--- src/rtl/st7920_fb_driver.sv ---
`default_nettype none
// ============================================================================
// Module      : st7920_fb_driver
// Description : Streams a byte framebuffer to an ST7920 128x64 graphic LCD
//               over its 8-bit parallel bus. Runs the power-up init
//               sequence, then refreshes row by row on request or
//               continuously. All timing comes from a step counter in the
//               single clk domain.
// Revision    : 1.0 - initial release
// ============================================================================
module st7920_fb_driver #(
    parameter int CLK_DIV    = 50,
    parameter int ROWS       = 32,
    parameter int ADDR_W     = 10,
    parameter int CLEAR_WAIT = 20
) (
    input  logic              clk,
    input  logic              reset,
    input  logic              start,
    input  logic              continuous,
    output logic              busy,
    output logic              frame_done,
    output logic [ADDR_W-1:0] fb_addr,
    input  logic [7:0]        fb_data,
    output logic              lcd_rs,
    output logic              lcd_rw,
    output logic              lcd_en,
    output logic [7:0]        lcd_dat
);

    localparam int c_CNT_W  = $clog2(2 * CLK_DIV);
    localparam int c_WAIT_W = (CLEAR_WAIT > 1) ? $clog2(CLEAR_WAIT) : 1;

    localparam logic [c_CNT_W-1:0]  c_STEP_LAST = c_CNT_W'(2 * CLK_DIV - 1);
    localparam logic [c_CNT_W-1:0]  c_EN_RISE   = c_CNT_W'(CLK_DIV - 1);
    localparam logic [c_WAIT_W-1:0] c_WAIT_LAST = c_WAIT_W'(CLEAR_WAIT - 1);
    localparam logic [5:0]          c_ROW_LAST  = 6'(ROWS - 1);

    // The state names the bus transfer that is launched at the next step
    // boundary; the step right after reset is therefore a silent lead-in.
    localparam logic [3:0] c_INIT_FN   = 4'd0;
    localparam logic [3:0] c_INIT_DISP = 4'd1;
    localparam logic [3:0] c_INIT_CLR  = 4'd2;
    localparam logic [3:0] c_CLR_WAIT  = 4'd3;
    localparam logic [3:0] c_INIT_GFX  = 4'd4;
    localparam logic [3:0] c_IDLE      = 4'd5;
    localparam logic [3:0] c_SET_Y     = 4'd6;
    localparam logic [3:0] c_SET_X     = 4'd7;
    localparam logic [3:0] c_DATA_HI   = 4'd8;
    localparam logic [3:0] c_DATA_LO   = 4'd9;

    logic [3:0]          r_state;
    logic [c_CNT_W-1:0]  r_cnt;
    logic [c_WAIT_W-1:0] r_wait;
    logic [5:0]          r_row;
    logic [2:0]          r_col;
    logic                r_active;     // current step carries a transfer
    logic                r_frame_end;  // last byte of the frame is on the bus
    logic                r_req;        // start seen while idle, awaiting a boundary
    logic                r_busy;
    logic                r_done;
    logic [ADDR_W-1:0]   r_addr;
    logic                r_rs;
    logic                r_en;
    logic [7:0]          r_dat;

    logic w_step_end;
    assign w_step_end = (r_cnt == c_STEP_LAST);

    assign busy       = r_busy;
    assign frame_done = r_done;
    assign fb_addr    = r_addr;
    assign lcd_rs     = r_rs;
    assign lcd_rw     = 1'b0;
    assign lcd_en     = r_en;
    assign lcd_dat    = r_dat;

    // Step timing, init sequencing and frame streaming; bus fields only move
    // on a step boundary while lcd_en is low.
    always_ff @(posedge clk) begin
        if (reset) begin
            r_state     <= c_INIT_FN;
            r_cnt       <= '0;
            r_wait      <= '0;
            r_row       <= '0;
            r_col       <= '0;
            r_active    <= 1'b0;
            r_frame_end <= 1'b0;
            r_req       <= 1'b0;
            r_busy      <= 1'b0;
            r_done      <= 1'b0;
            r_addr      <= '0;
            r_rs        <= 1'b0;
            r_en        <= 1'b0;
            r_dat       <= 8'h00;
        end else begin
            r_done <= 1'b0;
            r_cnt  <= w_step_end ? '0 : r_cnt + 1'b1;
            // Starts are only remembered while idle; requests during a frame
            // are dropped rather than queued.
            if (start && r_state == c_IDLE)
                r_req <= 1'b1;
            if (r_cnt == c_EN_RISE && r_active)
                r_en <= 1'b1;
            if (w_step_end) begin
                r_en     <= 1'b0;
                r_active <= 1'b0;
                case (r_state)
                    c_INIT_FN: begin
                        r_rs <= 1'b0; r_dat <= 8'h30; r_active <= 1'b1;
                        r_state <= c_INIT_DISP;
                    end
                    c_INIT_DISP: begin
                        r_rs <= 1'b0; r_dat <= 8'h0C; r_active <= 1'b1;
                        r_state <= c_INIT_CLR;
                    end
                    c_INIT_CLR: begin
                        r_rs <= 1'b0; r_dat <= 8'h01; r_active <= 1'b1;
                        r_wait  <= '0;
                        r_state <= c_CLR_WAIT;
                    end
                    c_CLR_WAIT: begin
                        r_wait <= r_wait + 1'b1;
                        if (r_wait == c_WAIT_LAST)
                            r_state <= c_INIT_GFX;
                    end
                    c_INIT_GFX: begin
                        r_rs <= 1'b0; r_dat <= 8'h36; r_active <= 1'b1;
                        r_state <= c_IDLE;
                    end
                    c_IDLE: begin
                        if (r_req || continuous) begin
                            r_req  <= 1'b0;
                            r_busy <= 1'b1;
                            r_rs <= 1'b0; r_dat <= 8'h80; r_active <= 1'b1;
                            r_state <= c_SET_X;
                        end
                    end
                    c_SET_Y: begin
                        if (r_frame_end) begin
                            r_frame_end <= 1'b0;
                            r_done      <= 1'b1;
                            if (continuous) begin
                                r_rs <= 1'b0; r_dat <= 8'h80; r_active <= 1'b1;
                                r_state <= c_SET_X;
                            end else begin
                                r_busy  <= 1'b0;
                                r_state <= c_IDLE;
                            end
                        end else begin
                            r_rs <= 1'b0; r_dat <= {3'b100, r_row[4:0]}; r_active <= 1'b1;
                            r_state <= c_SET_X;
                        end
                    end
                    c_SET_X: begin
                        r_rs <= 1'b0; r_dat <= r_row[5] ? 8'h88 : 8'h80; r_active <= 1'b1;
                        r_state <= c_DATA_HI;
                    end
                    c_DATA_HI: begin
                        r_rs <= 1'b1; r_dat <= fb_data; r_active <= 1'b1;
                        r_addr  <= r_addr + 1'b1;
                        r_state <= c_DATA_LO;
                    end
                    c_DATA_LO: begin
                        r_rs <= 1'b1; r_dat <= fb_data; r_active <= 1'b1;
                        if (r_col == 3'd7) begin
                            r_col   <= '0;
                            r_state <= c_SET_Y;
                            if (r_row == c_ROW_LAST) begin
                                r_row       <= '0;
                                r_addr      <= '0;
                                r_frame_end <= 1'b1;
                            end else begin
                                r_row  <= r_row + 1'b1;
                                r_addr <= r_addr + 1'b1;
                            end
                        end else begin
                            r_col   <= r_col + 1'b1;
                            r_addr  <= r_addr + 1'b1;
                            r_state <= c_DATA_HI;
                        end
                    end
                    default: r_state <= c_INIT_FN;
                endcase
            end
        end
    end

endmodule
`default_nettype wire

--- config.mk ---
export PLATFORM = sky130hd
export DESIGN_NAME = st7920_fb_driver
export DESIGN_NICKNAME = d
export VERILOG_FILES = /design/src/rtl/st7920_fb_driver.sv
export SDC_FILE = /design/constraint.sdc
export NUM_CORES = 1
export LEC_CHECK = 0
export CAP_MARGIN = 30
export CELL_PAD_IN_SITES_DETAIL_PLACEMENT = 0
export CELL_PAD_IN_SITES_GLOBAL_PLACEMENT = 1
export CORE_MARGIN = 5
export CORE_UTILIZATION = 42
export CTS_BUF_LIST = sky130_fd_sc_hd__clkbuf_8
export DETAILED_ROUTE_END_ITERATION = 8
export GPL_TIMING_DRIVEN = 0
export PLACE_DENSITY_LB_ADDON = 0.1
export SLEW_MARGIN = 20
export SYNTH_ARGS = -nofsm -noshare
export SYNTH_HDL_FRONTEND = slang
export SYNTH_SLANG_ARGS = --single-unit
--- constraint.sdc ---
create_clock -name clk -period 2.6 [get_ports clk]
set_input_delay 0.26 -clock clk [delete_from_list [all_inputs] [get_ports clk]]
set_output_delay 0.26 -clock clk [all_outputs]
set_load 0.02 [all_outputs]
==> results of run 1 <==
[final cells by class]
cell class                      count  area [sq um]
Buffer                             19         87.58
Clock buffer                        6         82.58
Clock inverter                      2         8.758
Fill cell                         595          2843
Inverter                            7         26.28
Multi-Input combinational cell    229          1448
Sequential cell                    50          1001
Tap cell                           75         93.84
Timing Repair Buffer               33         330.3
[stage by stage]
stage,power [mW],instances
global placement,0.8497,413
floorplan,0.8197,305
detailed placement,0.8498,413
global route,1.362,421
finish,1.294,421
CTS,1.319,421
[flip-flops by register name, summed over array words and instances, names as in the netlist, 3 cells and up]
name	cells
fb_addr	10
lcd_dat	8
r_row	6
r_cnt	7
r_wait	5
r_state	4
r_col	3
[layer usage]
metal	global-route usage, %	vias to the layer above	wire length [um]
li1	-	1203	-
met1	25.30	1117	3243
met2	26.37	52	2919
met3	3.104	4	296
met4	6.319	0	45
met5	0	-	0
[cells by family (layout without fill, tap and decap cells)]
group | count (synthesis) | count (layout) | share of synthesized area, %
simple gates | 124 | 124 | 27.54
compound gates | 82 | 82 | 20.12
flops | 50 | 50 | 39.06
mux | 3 | 3 | 1.172
buf+inv | 26 | 67 | 4.443
xor+xnor | 12 | 12 | 4.102
fa+ha+maj | 7 | 7 | 3.418
other cells | 1 | 1 | 0.1463
[power groups by stage]
stage	Clock [mW]	Combinational [mW]	Sequential, mW
floorplan	0	0.0298	0.790
global placement	0	0.0590	0.791
detailed placement	0	0.0588	0.791
CTS	0.487	0.0590	0.773
global route	0.525	0.0636	0.774
finish	0.463	0.0577	0.773
[cell usage in the layout (no fill, tap or decap), drive strengths merged, types with 5 or more instances in the layout]
cell type,count
dfxtp,50
clkdlybuf4s50,33
a21oi,32
nor2,28
clkbuf,21
nand2,20
o21ai,16
nand3,12
nand4,9
inv,8
nand2b,7
xnor2,7
ha,7
a311oi,6
or3,6
and3,6
or4,6
nor3,5
a22oi,5
xor2,5
[Yosys cell counts, types with 3 or more instances]
master / instances
a211oi_1: 4
a21oi_1: 31
a22oi_1: 5
a311oi_1: 6
and3_1: 5
clkbuf_1: 15
dfxtp_1: 50
ha_1: 7
inv_1: 7
mux2i_1: 3
nand2_1: 20
nand2b_1: 7
nand3_1: 12
nand3b_1: 4
nand4_1: 9
nor2_1: 28
nor3_1: 5
nor4_1: 3
o21ai_0: 16
o31ai_1: 4
or3_1: 5
or4_1: 4
xnor2_1: 7
xor2_1: 5
[final timing paths]
| path | slack (ns) | end |
|---|---|---|
| max reg2reg | 0.24 | lcd_dat[4]$_SDFFE_PP0P_ |
| min reg2reg | 0.47 | r_cnt[0]$_SDFF_PP0_ |
| max | 0.24 | lcd_dat[4]$_SDFFE_PP0P_ |
| min | 0.47 | r_cnt[0]$_SDFF_PP0_ |
==> metrics.yaml, run 1 <==
run_status: "finished, final reports clean"
synth_nets: 324
grt_pass1_wl_um: 10670
fmax_mhz: 423.3
synth_cells: 305
die_area_sq_mm: 0.007763
critPathArrivalTime_ns: 2.57
start_util_pct: 43.28
power.leakage_nw: 1.006
reg2reg_from: "r_cnt[0]$_SDFF_PP0_"
antenna_left: 0
tightest_slew_ns: 0.6936
clockRootBuffer: "clkbuf_8"
p_sw_share_pct: 22.13
routed_via_density: 5.644
num_vias: 2376
io_buffers: 33
fp.coreArea_sq_mm: 0.005921
irDropWorstVdd_mv: 0.2873
critical_path_class: "reg -> reg"
synth_top_area_share_pct: 39.06
cts_max_level: 2
hold_viol_final: 0
hold_start: "r_cnt[0]$_SDFF_PP0_"
slew_viol_final: 0
drive_gt1_share_pct: 6.358
syn2layout_area_growth_pct: 20.12
period_needed_ns: 2.362
synth_edf_count: 0
ys_types: 59
drtIter0Drc: 126
setup_viol_count_final: 0
power.share.clock_pct: 35.8
cts_setup_buffers: 0
final_area_sq_mm: 0.003078
antenna_found_initial: 0
grt_use_total_pct: 17.60
routedWlPerCell_um: 15.45
ys_seq_elements: 50
crit_cells: 6
nets: 364
pwr-share-seq_pct: 59.7
tns_ns: 0
clk_pin_slew_worst_paths_ns: 0.09
synthArstFlopShare_pct: 0
path_delay_family: "compound AO/OA/AOI/OAI gates"
hold_path.class: "reg -> reg"
fin_util_pct: 51.99
hold_buffers: 0
grt-ovfl-total: 0
p_int_mw: 1.008
cp_max_fo: 10
maxCapViolCount: 0
ys.warnings.count: 0
clock_skew_ns: 0.009277
powerDensity_mw_per_mm2: 420.4
netlist_area_sq_mm: 0.002562
layout_setup_ws_ns: 0.2378
n_antenna_cell: 0
rows: 28
fp.dieW_um: 88.11
postRouteWirelength_um: 6505
die-height_um: 88.11
synth_top_cell_by_area: "dfxtp_1"
place_congestion: 0.9176
ys.flop_type: "dfxtp_1"
pre_cts_slack_ns: 0.1067
grt_max_degree: 15
min_path_cells: 1
critical_path.startpoint: "r_cnt[0]$_SDFF_PP0_"
start_kind: "flip-flop"
rsz0062_at_grt: "false"
cts_buffers: 5
drtPass1Iterations: 4
p_comb_share_pct: 4.5
worst_hold_slack_ns: 0.4659
first_global_vias: 2147
cts_tree: "done"
post-route-period-util_pct: 90.85
avgSynthCellArea_sq_um: 8.402
hpwl_um: 4873
clk_latency_ns: 0.30
r2r_cells: 6
required_ns: 2.81
clock-sinks: 50
cts_buffer_depth: 2
drc: 0
cts-resized-gates: 0
path_buf_inv: 1
slew_headroom_pct: 53.48
switchingPower_mw: 0.2864
critPathCaptureType: "flip-flop"
crit_chain: "ha_1 > nand4b_2 > a211oi_1 > clkbuf_1 > a21oi_1 > a311oi_1"
placed_area_sq_mm: 0.002987
slowest_stage: "a211oi_1"
crit_path_max_incr_delay_ns: 0.60
ys_seq_area_share_pct: 39.06
synth.area.top_cells: "dfxtp_1, a21oi_1, nor2_1"
io_pins: 35
Power figures use the tool's default switching activity.
==> run 2, diff against run 1 <==
--- a/config.mk
+++ b/config.mk
@@ -5,6 +5,7 @@
 export SDC_FILE = /design/constraint.sdc
 export NUM_CORES = 1
 export LEC_CHECK = 0
+export ABC_CLOCK_PERIOD_IN_PS = 2600
 export CAP_MARGIN = 30
 export CELL_PAD_IN_SITES_DETAIL_PLACEMENT = 0
 export CELL_PAD_IN_SITES_GLOBAL_PLACEMENT = 1
==> results of run 2 <==
Final layout, timing and power as in run 1 (identical DEF).
